--- config.mk ---
export PLATFORM = sky130hd
export DESIGN_NAME = cpu_sequencer_flat
export DESIGN_NICKNAME = d
export VERILOG_FILES = /design/src/rtl/cpu_pkg.sv /design/src/rtl/cpu_sequencer_if.sv /design/src/rtl/seq_wait_timer.sv /design/src/rtl/cpu_sequencer.sv /design/src/flat_wrapper.sv
export SDC_FILE = /design/constraint.sdc
export NUM_CORES = 1
export LEC_CHECK = 0
export ABC_CLOCK_PERIOD_IN_PS = 3600
export CAP_MARGIN = 25
export CORE_ASPECT_RATIO = 2
export CORE_MARGIN = 5
export CORE_UTILIZATION = 50
export DETAILED_ROUTE_END_ITERATION = 16
export GPL_TIMING_DRIVEN = 0
export PLACE_DENSITY = 0.8
export RECOVER_POWER = 50
export SLEW_MARGIN = 25
export SYNTH_ARGS = -nofsm -noshare
export SYNTH_HDL_FRONTEND = slang
export SYNTH_SLANG_ARGS = --single-unit
export TNS_END_PERCENT = 50
--- constraint.sdc ---
create_clock -name clock -period 3.6 [get_ports clock]
set_input_delay 0.72 -clock clock [delete_from_list [all_inputs] [get_ports clock]]
set_output_delay 0.72 -clock clock [all_outputs]
set_load 0.03 [all_outputs]
--- src/rtl/cpu_pkg.sv ---
// Shared definitions for the 16-bit accumulator machine: opcodes, ALU codes,
// sequencer state encoding and instruction field positions.
package cpu_pkg;

  localparam int OPC_MSB  = 15;
  localparam int OPC_LSB  = 12;
  localparam int ADDR_MSB = 11;
  localparam int ADDR_LSB = 0;

  localparam logic [3:0] OP_LOAD  = 4'h0;
  localparam logic [3:0] OP_STORE = 4'h1;
  localparam logic [3:0] OP_ADD   = 4'h2;
  localparam logic [3:0] OP_SUB   = 4'h3;
  localparam logic [3:0] OP_AND   = 4'h4;
  localparam logic [3:0] OP_OR    = 4'h5;
  localparam logic [3:0] OP_XOR   = 4'h6;
  localparam logic [3:0] OP_SHL   = 4'h7;
  localparam logic [3:0] OP_SHR   = 4'h8;
  localparam logic [3:0] OP_JUMP  = 4'h9;
  localparam logic [3:0] OP_JZ    = 4'hA;
  localparam logic [3:0] OP_JN    = 4'hB;
  localparam logic [3:0] OP_HALT  = 4'hF;

  localparam logic [3:0] ALU_ADD = 4'b0000;
  localparam logic [3:0] ALU_SUB = 4'b0001;
  localparam logic [3:0] ALU_AND = 4'b1000;
  localparam logic [3:0] ALU_OR  = 4'b1001;
  localparam logic [3:0] ALU_XOR = 4'b1010;
  localparam logic [3:0] ALU_SHL = 4'b0100;
  localparam logic [3:0] ALU_SHR = 4'b0101;

  localparam logic [3:0] ST_IDLE    = 4'd0;
  localparam logic [3:0] ST_F_ADDR  = 4'd1;
  localparam logic [3:0] ST_F_WAIT  = 4'd2;
  localparam logic [3:0] ST_F_MBR   = 4'd3;
  localparam logic [3:0] ST_F_IR    = 4'd4;
  localparam logic [3:0] ST_DECODE  = 4'd5;
  localparam logic [3:0] ST_E_ADDR  = 4'd6;
  localparam logic [3:0] ST_E_WAIT  = 4'd7;
  localparam logic [3:0] ST_E_MBR   = 4'd8;
  localparam logic [3:0] ST_E_ACC   = 4'd9;
  localparam logic [3:0] ST_E_STORE = 4'd10;
  localparam logic [3:0] ST_E_WRITE = 4'd11;
  localparam logic [3:0] ST_E_JMP   = 4'd12;
  localparam logic [3:0] ST_RETIRE  = 4'd13;
  localparam logic [3:0] ST_HALTED  = 4'd14;
  localparam logic [3:0] ST_TRAP    = 4'd15;

  typedef enum logic [3:0] {
    S_IDLE    = ST_IDLE,
    S_F_ADDR  = ST_F_ADDR,
    S_F_WAIT  = ST_F_WAIT,
    S_F_MBR   = ST_F_MBR,
    S_F_IR    = ST_F_IR,
    S_DECODE  = ST_DECODE,
    S_E_ADDR  = ST_E_ADDR,
    S_E_WAIT  = ST_E_WAIT,
    S_E_MBR   = ST_E_MBR,
    S_E_ACC   = ST_E_ACC,
    S_E_STORE = ST_E_STORE,
    S_E_WRITE = ST_E_WRITE,
    S_E_JMP   = ST_E_JMP,
    S_RETIRE  = ST_RETIRE,
    S_HALTED  = ST_HALTED,
    S_TRAP    = ST_TRAP
  } seq_state_t;

  function automatic logic [3:0] alu_code(input logic [3:0] op);
    case (op)
      OP_SUB:  alu_code = ALU_SUB;
      OP_AND:  alu_code = ALU_AND;
      OP_OR:   alu_code = ALU_OR;
      OP_XOR:  alu_code = ALU_XOR;
      OP_SHL:  alu_code = ALU_SHL;
      OP_SHR:  alu_code = ALU_SHR;
      default: alu_code = ALU_ADD;
    endcase
  endfunction

endpackage

--- src/rtl/cpu_sequencer_if.sv ---
// Control/status bundle between cpu_sequencer (master) and the accumulator
// datapath, memory and ALU (slave).
interface cpu_sequencer_if
  import cpu_pkg::*;
#(
  parameter int CNT_W = 16
);
  logic                       start;
  logic [OPC_MSB-OPC_LSB:0]   ir_opcode;
  logic                       acc_zero;
  logic                       acc_neg;
  logic                       mar_write;
  logic                       mar_sel;
  logic                       mbr_write;
  logic                       mbr_sel;
  logic                       ir_write;
  logic                       pc_write;
  logic                       pc_sel;
  logic                       acc_write;
  logic                       acc_sel;
  logic                       mem_write;
  logic [3:0]                 alu_opcode;
  logic                       halted;
  logic                       illegal;
  logic [CNT_W-1:0]           retired;

  modport master (
    input  start, ir_opcode, acc_zero, acc_neg,
    output mar_write, mar_sel, mbr_write, mbr_sel, ir_write, pc_write, pc_sel,
           acc_write, acc_sel, mem_write, alu_opcode, halted, illegal, retired
  );

  modport slave (
    output start, ir_opcode, acc_zero, acc_neg,
    input  mar_write, mar_sel, mbr_write, mbr_sel, ir_write, pc_write, pc_sel,
           acc_write, acc_sel, mem_write, alu_opcode, halted, illegal, retired
  );
endinterface

--- src/rtl/seq_wait_timer.sv ---
// Loadable down-counter that times memory wait states; done is high while the
// count sits at zero.
module seq_wait_timer #(
  parameter int W = 3
) (
  input  logic         clock,
  input  logic         reset_n,
  input  logic         load,
  input  logic [W-1:0] load_val,
  output logic         done
);

  logic [W-1:0] cnt_q;

  always_ff @(posedge clock or negedge reset_n) begin
    if (!reset_n)            cnt_q <= '0;
    else if (load)           cnt_q <= load_val;
    else if (cnt_q != '0)    cnt_q <= cnt_q - 1'b1;
  end

  assign done = (cnt_q == '0);

endmodule

--- src/rtl/cpu_sequencer.sv ---
// Fetch/decode/execute control FSM for the 16-bit accumulator machine.
// Define SEQ_ILLEGAL_TRAP_EN to trap opcodes C/D/E; otherwise they run as NOP.
//
// state    | meaning
// IDLE     | waiting for start after reset
// F_ADDR   | MAR <= PC
// F_WAIT   | memory read latency for the fetch
// F_MBR    | MBR <= memory
// F_IR     | IR <= MBR, PC <= PC+1
// DECODE   | latch opcode and ACC flags, choose execute path
// E_ADDR   | MAR <= IR address
// E_WAIT   | memory read latency for the operand
// E_MBR    | MBR <= memory
// E_ACC    | ACC <= MBR or ALU result
// E_STORE  | MBR <= ACC
// E_WRITE  | memory write
// E_JMP    | PC <= IR address
// RETIRE   | count instruction, back to fetch
// HALTED   | HALT executed, waiting for start
// TRAP     | illegal opcode, only reset leaves
module cpu_sequencer #(
  parameter int MEM_LATENCY = 1,
  parameter int CNT_W       = 16
) (
  input  logic            clock,
  input  logic            reset_n,
  cpu_sequencer_if.master bus
);
  import cpu_pkg::*;

  seq_state_t       state_q, state_d;
  logic [3:0]       opc_q;
  logic             zero_q, neg_q;
  logic [CNT_W-1:0] retired_q;
  logic             tmr_load, tmr_done;
  logic             retire_inc;
  logic             jmp_taken;

  seq_wait_timer #(.W(3)) u_wait_timer (
    .clock    (clock),
    .reset_n  (reset_n),
    .load     (tmr_load),
    .load_val (3'(MEM_LATENCY - 1)),
    .done     (tmr_done)
  );

  always_ff @(posedge clock or negedge reset_n) begin
    if (!reset_n) state_q <= S_IDLE;
    else          state_q <= state_d;
  end

  always_comb begin
    state_d  = state_q;
    tmr_load = 1'b0;
    case (state_q)
      S_IDLE:    if (bus.start) state_d = S_F_ADDR;
      S_F_ADDR:  begin
        tmr_load = 1'b1;
        state_d  = S_F_WAIT;
      end
      S_F_WAIT:  if (tmr_done) state_d = S_F_MBR;
      S_F_MBR:   state_d = S_F_IR;
      S_F_IR:    state_d = S_DECODE;
      S_DECODE: begin
        case (bus.ir_opcode)
          OP_LOAD, OP_STORE, OP_ADD, OP_SUB,
          OP_AND, OP_OR, OP_XOR:  state_d = S_E_ADDR;
          OP_SHL, OP_SHR:         state_d = S_E_ACC;
          OP_JUMP:                state_d = S_E_JMP;
          OP_JZ:                  state_d = bus.acc_zero ? S_E_JMP : S_RETIRE;
          OP_JN:                  state_d = bus.acc_neg  ? S_E_JMP : S_RETIRE;
          OP_HALT:                state_d = S_HALTED;
`ifdef SEQ_ILLEGAL_TRAP_EN
          default:                state_d = S_TRAP;
`else
          default:                state_d = S_RETIRE;
`endif
        endcase
      end
      S_E_ADDR: begin
        tmr_load = 1'b1;
        state_d  = (opc_q == OP_STORE) ? S_E_STORE : S_E_WAIT;
      end
      S_E_WAIT:  if (tmr_done) state_d = S_E_MBR;
      S_E_MBR:   state_d = S_E_ACC;
      S_E_ACC:   state_d = S_RETIRE;
      S_E_STORE: state_d = S_E_WRITE;
      S_E_WRITE: state_d = S_RETIRE;
      S_E_JMP:   state_d = S_RETIRE;
      S_RETIRE:  state_d = S_F_ADDR;
      S_HALTED:  if (bus.start) state_d = S_F_ADDR;
      S_TRAP:    state_d = S_TRAP;
      default:   state_d = S_IDLE;
    endcase
  end

  // Flags are captured with the opcode so the jump strobe reflects DECODE-time ACC.
  always_ff @(posedge clock or negedge reset_n) begin
    if (!reset_n) begin
      opc_q  <= '0;
      zero_q <= 1'b0;
      neg_q  <= 1'b0;
    end else if (state_q == S_DECODE) begin
      opc_q  <= bus.ir_opcode;
      zero_q <= bus.acc_zero;
      neg_q  <= bus.acc_neg;
    end
  end

  assign retire_inc = (state_q == S_RETIRE) ||
                      (state_q == S_DECODE && state_d == S_HALTED);

  always_ff @(posedge clock or negedge reset_n) begin
    if (!reset_n)        retired_q <= '0;
    else if (retire_inc) retired_q <= retired_q + 1'b1;
  end

  assign jmp_taken = (opc_q == OP_JUMP) || (opc_q == OP_JZ && zero_q) ||
                     (opc_q == OP_JN && neg_q);

  always_comb begin
    bus.mar_write  = 1'b0;
    bus.mar_sel    = 1'b0;
    bus.mbr_write  = 1'b0;
    bus.mbr_sel    = 1'b0;
    bus.ir_write   = 1'b0;
    bus.pc_write   = 1'b0;
    bus.pc_sel     = 1'b0;
    bus.acc_write  = 1'b0;
    bus.acc_sel    = 1'b0;
    bus.mem_write  = 1'b0;
    bus.alu_opcode = 4'b0000;
    bus.halted     = 1'b0;
    case (state_q)
      S_F_ADDR:  bus.mar_write = 1'b1;
      S_F_MBR:   bus.mbr_write = 1'b1;
      S_F_IR: begin
        bus.ir_write = 1'b1;
        bus.pc_write = 1'b1;
      end
      S_E_ADDR: begin
        bus.mar_write = 1'b1;
        bus.mar_sel   = 1'b1;
      end
      S_E_MBR:   bus.mbr_write = 1'b1;
      S_E_ACC: begin
        bus.acc_write = 1'b1;
        if (opc_q != OP_LOAD) begin
          bus.acc_sel    = 1'b1;
          bus.alu_opcode = alu_code(opc_q);
        end
      end
      S_E_STORE: begin
        bus.mbr_write = 1'b1;
        bus.mbr_sel   = 1'b1;
      end
      S_E_WRITE: bus.mem_write = 1'b1;
      S_E_JMP: begin
        bus.pc_write = jmp_taken;
        bus.pc_sel   = jmp_taken;
      end
      S_HALTED, S_TRAP: bus.halted = 1'b1;
      default: ;
    endcase
  end

`ifdef SEQ_ILLEGAL_TRAP_EN
  assign bus.illegal = (state_q == S_TRAP);
`else
  assign bus.illegal = 1'b0;
`endif

  assign bus.retired = retired_q;

endmodule

--- src/flat_wrapper.sv ---
// flat-port wrapper written by rule: the top's interface ports become plain ports
module cpu_sequencer_flat import cpu_pkg::*;
#(
  parameter int MEM_LATENCY = 1,
  parameter int CNT_W       = 16
)
  (clock, reset_n, bus_start, bus_ir_opcode, bus_acc_zero, bus_acc_neg, bus_mar_write, bus_mar_sel, bus_mbr_write, bus_mbr_sel, bus_ir_write, bus_pc_write, bus_pc_sel, bus_acc_write, bus_acc_sel, bus_mem_write, bus_alu_opcode, bus_halted, bus_illegal, bus_retired);
  cpu_sequencer_if #(.CNT_W(CNT_W)) bus_i ();
  input  logic clock;
  input  logic reset_n;
  input wire logic [$bits(bus_i.start)-1:0] bus_start;
  input wire logic [$bits(bus_i.ir_opcode)-1:0] bus_ir_opcode;
  input wire logic [$bits(bus_i.acc_zero)-1:0] bus_acc_zero;
  input wire logic [$bits(bus_i.acc_neg)-1:0] bus_acc_neg;
  output wire logic [$bits(bus_i.mar_write)-1:0] bus_mar_write;
  output wire logic [$bits(bus_i.mar_sel)-1:0] bus_mar_sel;
  output wire logic [$bits(bus_i.mbr_write)-1:0] bus_mbr_write;
  output wire logic [$bits(bus_i.mbr_sel)-1:0] bus_mbr_sel;
  output wire logic [$bits(bus_i.ir_write)-1:0] bus_ir_write;
  output wire logic [$bits(bus_i.pc_write)-1:0] bus_pc_write;
  output wire logic [$bits(bus_i.pc_sel)-1:0] bus_pc_sel;
  output wire logic [$bits(bus_i.acc_write)-1:0] bus_acc_write;
  output wire logic [$bits(bus_i.acc_sel)-1:0] bus_acc_sel;
  output wire logic [$bits(bus_i.mem_write)-1:0] bus_mem_write;
  output wire logic [$bits(bus_i.alu_opcode)-1:0] bus_alu_opcode;
  output wire logic [$bits(bus_i.halted)-1:0] bus_halted;
  output wire logic [$bits(bus_i.illegal)-1:0] bus_illegal;
  output wire logic [$bits(bus_i.retired)-1:0] bus_retired;
  assign bus_i.start = bus_start;
  assign bus_i.ir_opcode = bus_ir_opcode;
  assign bus_i.acc_zero = bus_acc_zero;
  assign bus_i.acc_neg = bus_acc_neg;
  assign bus_mar_write = bus_i.mar_write;
  assign bus_mar_sel = bus_i.mar_sel;
  assign bus_mbr_write = bus_i.mbr_write;
  assign bus_mbr_sel = bus_i.mbr_sel;
  assign bus_ir_write = bus_i.ir_write;
  assign bus_pc_write = bus_i.pc_write;
  assign bus_pc_sel = bus_i.pc_sel;
  assign bus_acc_write = bus_i.acc_write;
  assign bus_acc_sel = bus_i.acc_sel;
  assign bus_mem_write = bus_i.mem_write;
  assign bus_alu_opcode = bus_i.alu_opcode;
  assign bus_halted = bus_i.halted;
  assign bus_illegal = bus_i.illegal;
  assign bus_retired = bus_i.retired;
  cpu_sequencer #(.MEM_LATENCY(MEM_LATENCY), .CNT_W(CNT_W)) u_core (.clock(clock), .reset_n(reset_n), .bus(bus_i));
endmodule
==> results of run 1 <==
-- power groups by stage --
| stage | sequential (mW) | combinational [mW] | clock (mW) |
|---|---|---|---|
| after global placement | 0.489 | 0.866 | 0 |
| after floorplan | 0.525 | 0.575 | 0 |
| after global routing | 0.503 | 0.967 | 0.279 |
| final | 0.489 | 0.884 | 0.255 |
| after CTS | 0.489 | 0.889 | 0.260 |
| after detailed placement | 0.494 | 0.881 | 0 |
-- cells by family after synthesis --
family | share of synthesized area
other | 0.00212
xor gates and xnor gates | 0.0892
DFF | 0.411
buffers and inverters | 0.0538
AOI/OAI and AO/OA | 0.106
and+or+nand+nor | 0.273
muxes | 0.0439
adders and majority gates | 0.0212
-- per-stage QoR --
| stage | area [um^2] | power (mW) | setup slack (ns) | hold WS, ns |
|---|---|---|---|---|
| 3_5_place_dp | 2210 | 1.38 | 0.675 | 0.460 |
| 2_1_floorplan | 1770 | 1.10 | 0.656 | 0.424 |
| 3_3_place_gp | 2220 | 1.36 | 0.672 | 0.456 |
| 6_report | 2290 | 1.63 | 0.373 | 0.462 |
| 5_1_grt | 2290 | 1.75 | 0.189 | 0.498 |
| 4_1_cts | 2290 | 1.64 | 0.357 | 0.472 |
-- layer usage --
| layer | vias to the layer above | global-route usage | routed length, um |
|---|---|---|---|
| li1 | 769 | - | - |
| met1 | 782 | 0.193 | 1550 |
| met2 | 36 | 0.361 | 2480 |
| met3 | 6 | 0.0397 | 151 |
| met4 | 0 | 0.0766 | 62 |
| met5 | - | 0 | 0 |
-- placed cells by master, fill, tap and decap left out, drive strengths merged, types with 3 or more instances in the layout --
master         instances
nor4                   3
clkdlybuf4s50         33
nand2                 15
o21ai                  5
buf                    4
nor2                  19
inv                    8
clkbuf                16
ha                     3
mux2                   6
xor2                   8
nand3b                 3
nand3                 13
xnor2                 10
dlygate4sd3            5
nand4                  6
nor3                   5
dfrtp                 29
a21oi                  9
nand2b                 3
and3                   3
-- sequential cells by signal, summed over array words and instances (netlist names) --
| register | flops |
|---|---|
| u_core.bus.retired | 16 |
| u_core.opc_q | 4 |
| u_core.state_q | 4 |
| u_core.u_wait_timer.cnt_q | 3 |
| u_core.neg_q | 1 |
| u_core.zero_q | 1 |
-- cell type report --
class,count,share of cell area
Multi-Input combinational cell,144,0.413
Inverter,8,0.0131
Tap cell,48,0.0262
Timing Repair Buffer,39,0.168
Clock inverter,2,0.00437
Clock buffer,6,0.0317
Sequential cell,29,0.317
Buffer,13,0.0278
-- final timing paths --
path                       depth (start not counted)                      to  slack, ns                         start
max                                                6       bus_alu_opcode[1]       0.37             u_core.state_q[2]
min in group asynchronous                          1   u_core.bus.retired[0]       0.82                       reset_n
min reg2reg                                        1  u_core.bus.retired[15]       0.46        u_core.bus.retired[15]
max reg2reg                                        7       u_core.state_q[0]       1.70  u_core.u_wait_timer.cnt_q[0]
max in group asynchronous                          1  u_core.bus.retired[13]       1.86                       reset_n
min                                                1  u_core.bus.retired[15]       0.46        u_core.bus.retired[15]
-- worst register-to-register path, cell delays in order, from the launching register on --
cell and delay (ns):
dfrtp_1 0.36, inv_1 0.07, ha_1 0.20, nand2b_1 0.06, clkbuf_1 0.28, a2bb2oi_1 0.19, o22ai_1 0.09, or4_1 0.51
==> flow_summary.toml, run 1 <==
[clock_tree]
root_buffer = "clkbuf_8"
numCtsBuffers = 5
htree_num_levels = 2
insertion_delay_ns = 0.28
cts_tree = "done"
path_clk_slew_ns = 0.06
cts_setup_buffers = 0
clkSinkCount = 29
clockBufferDepth = 2
ctsHoldBuffers = 0
cts.repair.resized = 0

[worst_setup_path]
cp-end-kind = "output pin"
cp_top_family = "simple AND/OR/NAND/NOR gates"
cp.required_ns = 2.88
crit_buf_inv = 2
arrival_ns = 2.51
slowest_stage = "clkdlybuf4s50_1"
path_class = "register to output pin"
critPathLaunchType = "register"
cp_slowest_stage_delay_ns = 0.71
crit_fanout = 8
crit_chain = "nand2b_1 -> or3_1 -> inv_1 -> nand2_1 -> nor3b_1 -> clkdlybuf4s50_1"

[timing]
drv_slew = 30
relSlewSlack = -0.0435
min_period_ns = 3.23
final.setup.tns_ns = 0
fmax_mhz = 310
skew_ns = 0.00635
finalHoldViolations = 0
worstMarginPinSlew_ns = 1.57
finalCritPeriodShare = 0.896
rsz0062_at_grt = "false"
setup_viol = 0

[synth]
netlist_top_cells_area = "dfrtp_1 41%, xnor2_1 5.0%, nor2_1 4.0%, xor2_1 4.0%, mux2_2 3.8%"
synthArstFlopShare = 1.00
synth_most_common_cell = "dfrtp_1"
synth.distinct_cells = 50
synthCells = 194
synthTopCellsByCount = "29 x dfrtp_1, 19 x nor2_1, 15 x nand2_1"
yosys.area.top_type = "dfrtp_1"
synth_edf_count = 0
ys.flop_type = "dfrtp_1"
ys_warn_count = 0
syn_area_per_cell_um2 = 9.11
ys_seq_elements = 29
yosysTopAreaCellShare = 0.411
yosysSeqAreaShare = 0.411
synth.cell_area_um2 = 1770
synth_fp_nets = 206

[power]
vdd_drop_max_v = 0.000469
seq_power_share = 0.300
power_frac_clock = 0.156
p_per_area_nw_per_um2 = 710
power_switching_mw = 0.712
p_comb_frac = 0.543
power.internal_mw = 0.915
switching_share = 0.438
p_leak_nw = 0.998

[drt]
drc = 0
first_pass_iters = 4
drt-initial-drc-count = 34
wl_per_cell_um = 14.7
vias = 1593
drtAntennaViolNets = 0
wirelength_um = 4240
avgViaCountPerCell = 5.51

[final_layout]
seqCellArea_um2 = 726
area_growth_pct = 29.7
drive_gt1_frac = 0.0913
multi_input_area_um2 = 946
antennaDiodeCount = 0
final_cell_count_no_fill = 289
final_util = 0.671
nNetsFinal = 252
fillCellCount = 287

[global_routing]
grt_pass1_vias = 1623
grt_max_degree = 30
grt_pass1_wl_um = 7140
grt_usage = 0.192
antenna_found_initial = 0
grt-ovfl-total = 0

[floorplan]
rows = 30
die_area_um2 = 4890
ioPinCount = 41
die_w_um = 52.0
die_height_um = 94.1
core_um2 = 3420
start_util = 0.517

[place]
dp_cells = 281
hpwl_um = 3200
gp_congestion = 0.866
portBuffers = 39

[hold_path]
min_path_type = "register to register"

[flow_run]
max-cap-violations = 1

[status]
status = "complete, but fails checks"
failed_checks = "capacitance limit, slew limit"
No activity file was read; power rests on OpenSTA's default activity.
==> run 2: changes to the inputs <==
- SKIP_CTS_REPAIR_TIMING: unset -> 1
- SLEW_MARGIN: 25 -> unset
==> run 2 against run 1 <==
Net effect: the run now ends clean; final cell count grew 0.35%; combinational power shrank 0.5%; count of clock-buffer cells in the layout is the same; total power shrank 0.44%; sequential cell count is the same; fmax shrank 0.46%; critical endpoint unchanged; largest cell class unchanged.
==> flow_summary.toml, run 2 (synthesized netlist as in run 1, its figures left out) <==
[drt]
wirelength_um = 4230
drtAntennaViolNets = 0
avgViaCountPerCell = 5.48
drt-initial-drc-count = 31
wl_per_cell_um = 14.6
vias = 1588
drc = 0
first_pass_iters = 4

[final_layout]
design_area_um2 = 2300
drive_gt1_frac = 0.0909
largest_reg_flops = 16
fillCellCount = 280
multi_input_area_um2 = 946
layout_commonest_cell = "clkdlybuf4s50_1"
final_cell_mix = "34 x clkdlybuf4s50_1, 29 x dfrtp_1, 19 x nor2_1"
area_growth_pct = 30.3
antennaDiodeCount = 0
seqCellArea_um2 = 726
nNetsFinal = 253

[floorplan]
die_area_um2 = 4890
die_height_um = 94.1
ioPinCount = 41
die_w_um = 52.0
start_util = 0.517
rows = 30
core_um2 = 3420

[worst_setup_path]
path_class = "register to output pin"
crit_buf_inv = 2
critPathLaunchType = "register"
timing.rr.start = "u_core.u_wait_timer.cnt_q[0]"
r2r_setup_slack_ns = 1.68
cp_top_family = "simple AND/OR/NAND/NOR gates"
r2r-end = "u_core.state_q[0]"
cp-end-kind = "output pin"
crit_cells = 6
cp.required_ns = 2.88
slowest_stage = "clkdlybuf4s50_1"
arrival_ns = 2.52
crit_chain = "nand2b_1 -> or3_1 -> inv_1 -> nand2_1 -> nor3b_1 -> clkdlybuf4s50_1"
worstRegToRegCells = 7
cp_slowest_stage_delay_ns = 0.71
crit_fanout = 8

[power]
vdd_drop_max_v = 0.000502
switching_share = 0.437
seq_power_share = 0.301
power_switching_mw = 0.707
power_frac_clock = 0.156
p_per_area_nw_per_um2 = 704
p_leak_nw = 0.999
power.internal_mw = 0.913
p_comb_frac = 0.543
total_power_mw = 1.62

[timing]
finalCritPeriodShare = 0.901
setup_viol = 0
relSlewSlack = 0.341
final.setup.tns_ns = 0
worstMarginPinSlew_ns = 0.989
fmax_mhz = 308
skew_ns = 0.00561
min_period_ns = 3.24
rsz0062_at_grt = "false"
finalHoldViolations = 0
drv_slew = 0

[clock_tree]
clockBufferDepth = 2
insertion_delay_ns = 0.28
root_buffer = "clkbuf_8"
cts_tree = "done"
clkSinkCount = 29
htree_num_levels = 2
path_clk_slew_ns = 0.06
numCtsBuffers = 5

[global_routing]
grt_usage = 0.199
antenna_found_initial = 0
grt-ovfl-total = 0
grt_max_degree = 20
grt_pass1_vias = 1637
grt_pass1_wl_um = 7460

[place]
gp_congestion = 0.866
hpwl_um = 3320
portBuffers = 39
dpl_cell_area_um2 = 2240

[hold_path]
holdCritStartpoint = "u_core.bus.retired[15]"
min_path_cells = 1
min_path_type = "register to register"
holdPathEnd = "u_core.bus.retired[15]"

[status]
status = "completed"

[flow_run]
max-cap-violations = 0
==> run 2: cell count changes in the layout (fill, tap and decap cells not counted) <==
cell and delta:
clkdlybuf4s50_1 +1
==> run 2: worst register-to-register path: stages (launching register included) <==
cell	delay, ns
dfrtp_1	0.36
inv_1	0.07
ha_1	0.21
nand2b_1	0.07
clkbuf_1	0.29
a2bb2oi_1	0.20
o22ai_1	0.09
or4_1	0.51
==> run 2: power by group through the flow <==
stage          Combinational [mW]  Sequential [mW]  Clock, mW
2_1_floorplan               0.575            0.525          0
3_3_place_gp                0.866            0.489          0
3_5_place_dp                0.887            0.494          0
4_1_cts                     0.891            0.488      0.259
5_1_grt                     0.964            0.502      0.280
6_report                    0.880            0.488      0.252
==> run 2: metrics by stage <==
stage | hold WS (ns) | worst slack (ns) | std cells | util
2_1_floorplan | 0.424 | 0.656 | 194 | -
3_3_place_gp | 0.456 | 0.672 | 281 | 0.649
3_5_place_dp | 0.460 | 0.651 | 282 | 0.657
4_1_cts | 0.472 | 0.344 | 290 | 0.681
5_1_grt | 0.498 | 0.169 | 290 | 0.674
6_report | 0.463 | 0.358 | 290 | 0.674
==> run 2: how the worst max path moves through the flow <==
stage                         to  slack (ns)              start
3_5_place_dp   bus_alu_opcode[1]        0.65  u_core.state_q[2]
3_3_place_gp        bus_pc_write        0.67  u_core.state_q[2]
5_1_grt        bus_alu_opcode[1]        0.17  u_core.state_q[2]
4_1_cts        bus_alu_opcode[1]        0.34  u_core.state_q[2]
2_1_floorplan       bus_pc_write        0.66  u_core.state_q[2]
6_report       bus_alu_opcode[1]        0.36  u_core.state_q[2]
==> run 2: cell type report <==
cell class              count  share of cell area
repair buffers             40               0.171
multi-input cells         144               0.411
inverters                   8              0.0130
clock buffers               6              0.0315
clock inverters             2             0.00435
plain buffers              13              0.0277
well taps                  48              0.0261
flip-flops and latches     29               0.315
==> run 2: metal layers <==
layer  GRT usage  vias up  wire (um)
li1            -      773          -
met1       0.211      768       1540
met3      0.0397       11        149
met5           0        -          0
met4      0.0766        0         95
met2       0.368       36       2440
==> variant 1, RTL diff (settings of run 2) <==
`W` is set to 3 in 2 places; all go to 6.
--- a/src/rtl/seq_wait_timer.sv
+++ b/src/rtl/seq_wait_timer.sv
@@ -1,7 +1,7 @@
 // Loadable down-counter that times memory wait states; done is high while the
 // count sits at zero.
 module seq_wait_timer #(
-  parameter int W = 3
+  parameter int W = 6
 ) (
   input  logic         clock,
   input  logic         reset_n,
--- a/src/rtl/cpu_sequencer.sv
+++ b/src/rtl/cpu_sequencer.sv
@@ -36,7 +36,7 @@
   logic             retire_inc;
   logic             jmp_taken;
 
-  seq_wait_timer #(.W(3)) u_wait_timer (
+  seq_wait_timer #(.W(6)) u_wait_timer (
     .clock    (clock),
     .reset_n  (reset_n),
     .load     (tmr_load),
Check against the original RTL: same outputs for any inputs over 10 cycles, from zero or initial values and one cycle with reset_n low; that may be too few to reach the edited logic, so the function may still have changed.
==> variant 1 against run 2 <==
The flow now finishes with violations (max-capacitance violations, max-slew violations). Wire length up 19%. Worst setup slack worse by 130 ps. Cell area up 11%. Sequential cell count up 3. Synthesized area up 15%. Worst hold slack better by 16 ps. Critical endpoint is now bus_pc_write. Highest routed layer unchanged.
Power is not compared: it rests on default switching activity, and its combinational part moved more than twofold at a synthesized area within 25%.
==> variant 1: results (changes against run 2) <==
Run status
  – Outcome: finished, violations left
  – Failing checks: max-capacitance violations, max-slew violations

Critical path
  – R2r setup slk: 1150 ps (-530 ps)
  – R2r startpoint: u_core.state_q[2]
  – R2r endpoint: u_core.bus.retired[11]
  – Max stage delay on crit path: 660 ps (-50 ps)
  – Worst Path Max Fanout: 10 (+2)
  – CP Capture Point: bus_pc_write
  – Crit path max-delay family: buffers and inverters
  – Worst R2R Path Depth: 8 (+1)
  – WP data arrival: 2650 ps (+130 ps)
  – Critical Path Start: u_core.state_q[0]

Logic synthesis
  – Syn nets: 241 (+17%)
  – Top post-synthesis cells by area: dfrtp_1, xor2_1, nand2_1
  – Synth Warn #: 0 (unchanged)
  – Seq/Total Area, Yosys: 39.5% (-1.6 points)
  – Post-synthesis xor/xnor area fraction: 9.06% (+0.14 points)
  – Compound-Gate Fraction of Synth Area: 20.5% (+10 points)
  – Synth cell count leaders: dfrtp_1, nand2_1, a21oi_1, nor2_1, xor2_1
  – Mux contribution to synthesized area: 1.66% (-2.7 points)
  – Synth Area in Adders: 1.23% (-0.89 points)

Place
  – IO buf count: 37 (-5.1%)
  – RePlAce Congestion: 0.909 (+4.9%)
  – DP HPWL: 3820 µm (+15%)

Global routing
  – Routing usage on met3: 3.42% (-0.56 points)
  – Largest net degree at the start of global routing: 33 (+65%)
  – Via count of the first global-routing pass: 1930 (+18%)
  – Met1 Track Usage GR: 23.0% (+1.9 points)
  – Total Routing Usage GR: 21.0% (+1.1 points)
  – First-pass GRT wire length: 8710 µm (+17%)
  – GR Layer Usage met2: 36.6% (-0.18 points)

STA
  – WHS: 478 ps (+15.5 ps)
  – Final Max Tran Viols: 33 (+33)
  – Period utilization: 93.7% (+3.7 points)
  – Final setup skew: 6.41 ps (+0.798 ps)
  – Slew of the pin with the lowest slew margin: 1790 ps (+803 ps)

Clocking
  – Clock slew at reported path FFs: 70 ps
  – Root buffer cell: clkbuf_8
  – Clock Latency Late Sink: 290 ps
  – H-Tree Depth: 2 (unchanged)
  – CTS Buf Count: 5 (unchanged)

Drt
  – DR iter-0 viols: 31 (unchanged)
  – Vias: 1857 (+17%)
  – Final WL: 5020 µm (+19%)

Finish
  – Fillcell total: 351 (+25%)
  – Final net count: 285 (+13%)
  – Share of cells above drive strength 1: 8.73% (-0.36 points)
  – Largest register FFs: 16 (unchanged)

Pwr
  – Pleak: 0.964 nW

Job
  – Max Cap Viol: 1 (+1)

Min path
  – Worst hold endpoint: u_core.bus.retired[15]
  – Hold Path Depth: 1 (unchanged)
-- variant 1: per-stage QoR --
step	cell area, µm²	utilization (%)	setup WS [ps]	instances	power [mW]
3_5_place_dp	2460	63.3	495	318	0.401
6_report	2550	65.7	225	326	0.685
3_3_place_gp	2460	63.4	509	318	0.401
2_1_floorplan	2030	-	689	230	0.381
4_1_cts	2550	65.7	178	326	0.694
5_1_grt	2550	65.7	42.7	326	0.715
-- variant 1: layout make-up --
type / count / area share, %
plain buffers: 12 / 2.55
clock buffers: 7 / 3.39
clock inverters: 1 / 0.294
inverters: 13 / 1.91
multi-input cells: 173 / 43.7
flip-flops and latches: 32 / 31.4
well taps: 51 / 2.50
repair buffers: 37 / 14.3
-- variant 1: routing by layer --
metal,share of wire [%],routed length [µm]
met1,35,1780
met2,56,2830
met3,5.1,257
met4,3.0,150
met5,0,0
==> variant 2, RTL diff (flow settings as in run 2) <==
Without the edit above. Make the reset (`reset_n`) synchronous in 4 clocked blocks.
--- a/src/rtl/seq_wait_timer.sv
+++ b/src/rtl/seq_wait_timer.sv
@@ -12,7 +12,7 @@
 
   logic [W-1:0] cnt_q;
 
-  always_ff @(posedge clock or negedge reset_n) begin
+  always_ff @(posedge clock) begin
     if (!reset_n)            cnt_q <= '0;
     else if (load)           cnt_q <= load_val;
     else if (cnt_q != '0)    cnt_q <= cnt_q - 1'b1;
--- a/src/rtl/cpu_sequencer.sv
+++ b/src/rtl/cpu_sequencer.sv
@@ -44,7 +44,7 @@
     .done     (tmr_done)
   );
 
-  always_ff @(posedge clock or negedge reset_n) begin
+  always_ff @(posedge clock) begin
     if (!reset_n) state_q <= S_IDLE;
     else          state_q <= state_d;
   end
@@ -95,7 +95,7 @@
   end
 
   // Flags are captured with the opcode so the jump strobe reflects DECODE-time ACC.
-  always_ff @(posedge clock or negedge reset_n) begin
+  always_ff @(posedge clock) begin
     if (!reset_n) begin
       opc_q  <= '0;
       zero_q <= 1'b0;
@@ -110,7 +110,7 @@
   assign retire_inc = (state_q == S_RETIRE) ||
                       (state_q == S_DECODE && state_d == S_HALTED);
 
-  always_ff @(posedge clock or negedge reset_n) begin
+  always_ff @(posedge clock) begin
     if (!reset_n)        retired_q <= '0;
     else if (retire_inc) retired_q <= retired_q + 1'b1;
   end
Behaviour: differs if reset_n is asserted again (counterexample within 4 cycles, from zero or initial values and one cycle with reset_n low); with reset_n held inactive, the same outputs for 10 cycles.
==> variant 2 against run 2 <==
Sequential share of layout area is 6.5 points lower. Synthesized area is 2.8% higher. Wire length is 6.2% higher. Sequential cell count stayed put. Worst setup slack worse by 100 ps. Critical path depth stayed put. Maximum frequency is 3.1% lower. Die area is 2.4% higher. Cell area is 0.65% higher.
Power is not compared: it rests on default switching activity, and its combinational part moved more than twofold at a synthesized area within 25%.
==> variant 2: results (changes against run 2) <==
Run status
  – Outcome: finished clean

Drt
  – Vias per cell: 5.46 (-0.30%)
  – Wire per inst: 13.9 µm (-4.4%)
  – Final WL: 4490 µm (+6.2%)
  – DR iter-0 viols: 22 (-29%)

Global routing
  – GR Layer Usage met2: 37.2% (+0.48 points)
  – Routing usage on met3: 4.23% (+0.25 points)
  – Total Routing Usage GR: 20.5% (+0.63 points)
  – First-pass GRT wire length: 7790 µm (+4.5%)
  – Met1 Track Usage GR: 20.8% (-0.25 points)

Finish
  – #MultiIn Comb: 176 (+22%)
  – Non-CTS buffers: 51 (-3.8%)
  – Layout non-clock buf frac: 18.6% (-1.3 points)
  – Clock buffer count: 5 (-1)
  – Multi-input gate area: 1120 µm² (+19%)
  – Clock-cell share: 3.73% (+0.14 points)
  – Signal inverters: 9 (+1)
  – Fillcell total: 330 (+18%)
  – Final net count: 284 (+12%)
  – Share of cells above drive strength 1: 6.96% (-2.1 points)

Critical path
  – Critical Path Start: u_core.state_q[2]
  – CP Capture Point: bus_pc_write
  – Crit path max-delay family: buffers and inverters
  – WP data arrival: 2620 ps (+100 ps)
  – R2r setup slk: 1270 ps (-410 ps)
  – Max stage delay on crit path: 660 ps (-50 ps)
  – Worst R2R Path Depth: 9 (+2)
  – R2r startpoint: u_core.u_wait_timer.cnt_q[0]
  – Worst Path Max Fanout: 10 (+2)

Place
  – IO buf count: 37 (-5.1%)
  – DP HPWL: 3410 µm (+2.5%)
  – Placed cells: 314 (+11%)
  – Placed inst area: 2250 µm² (+0.17%)

Logic synthesis
  – Seq/Total Area, Yosys: 32.0% (-9.1 points)
  – Synth cell count leaders: dfxtp_1, nor2_1, nand2_1, nor2b_1, nand3_1
  – Syn_area_per_cell: 7.97 µm² (-13%)
  – Syn nets: 240 (+17%)
  – Netlist Area Pre-Place: 1820 µm² (+2.8%)
  – Top post-synthesis cells by area: dfxtp_1, mux2i_1, nor2b_1
  – Prevailing post-synth register cell: dfxtp_1

STA
  – Final setup skew: 3.49 ps (-2.12 ps)
  – Period utilization: 92.9% (+2.9 points)
==> variant 2: changes by cell type in the layout (fill, tap and decap cells not counted), sizes merged, moves of 6 or more <==
cell | run 2 | this run
dfrtp | 29 | 0
dfxtp | 0 | 29
clkdlybuf4s50 | 34 | 20
nor2b | 1 | 14
dlygate4sd3 | 5 | 17
mux2i | 1 | 10
nand2b | 3 | 10
xor2 | 8 | 1
and2 | 2 | 8
==> variant 2: per-layer routing <==
metal	routed length, µm	up-vias
met3	157	9
met1	1730	824
li1	-	890
met2	2490	35
met5	0	-
met4	109	0
==> variant 2: kinds of logic (layout without fill, tap and decap cells) <==
family,count (synthesis),count (layout),share of synthesized area [%]
adder cells (fa/ha/maj),3,3,2.07
AND/OR/NAND/NOR,105,105,31.9
buffers and inverters,23,68,5.16
other,1,1,0.206
AO/OA/AOI/OAI,46,46,17.8
multiplexers,11,11,6.13
flip-flops,29,29,32.0
XOR/XNOR,10,10,4.82
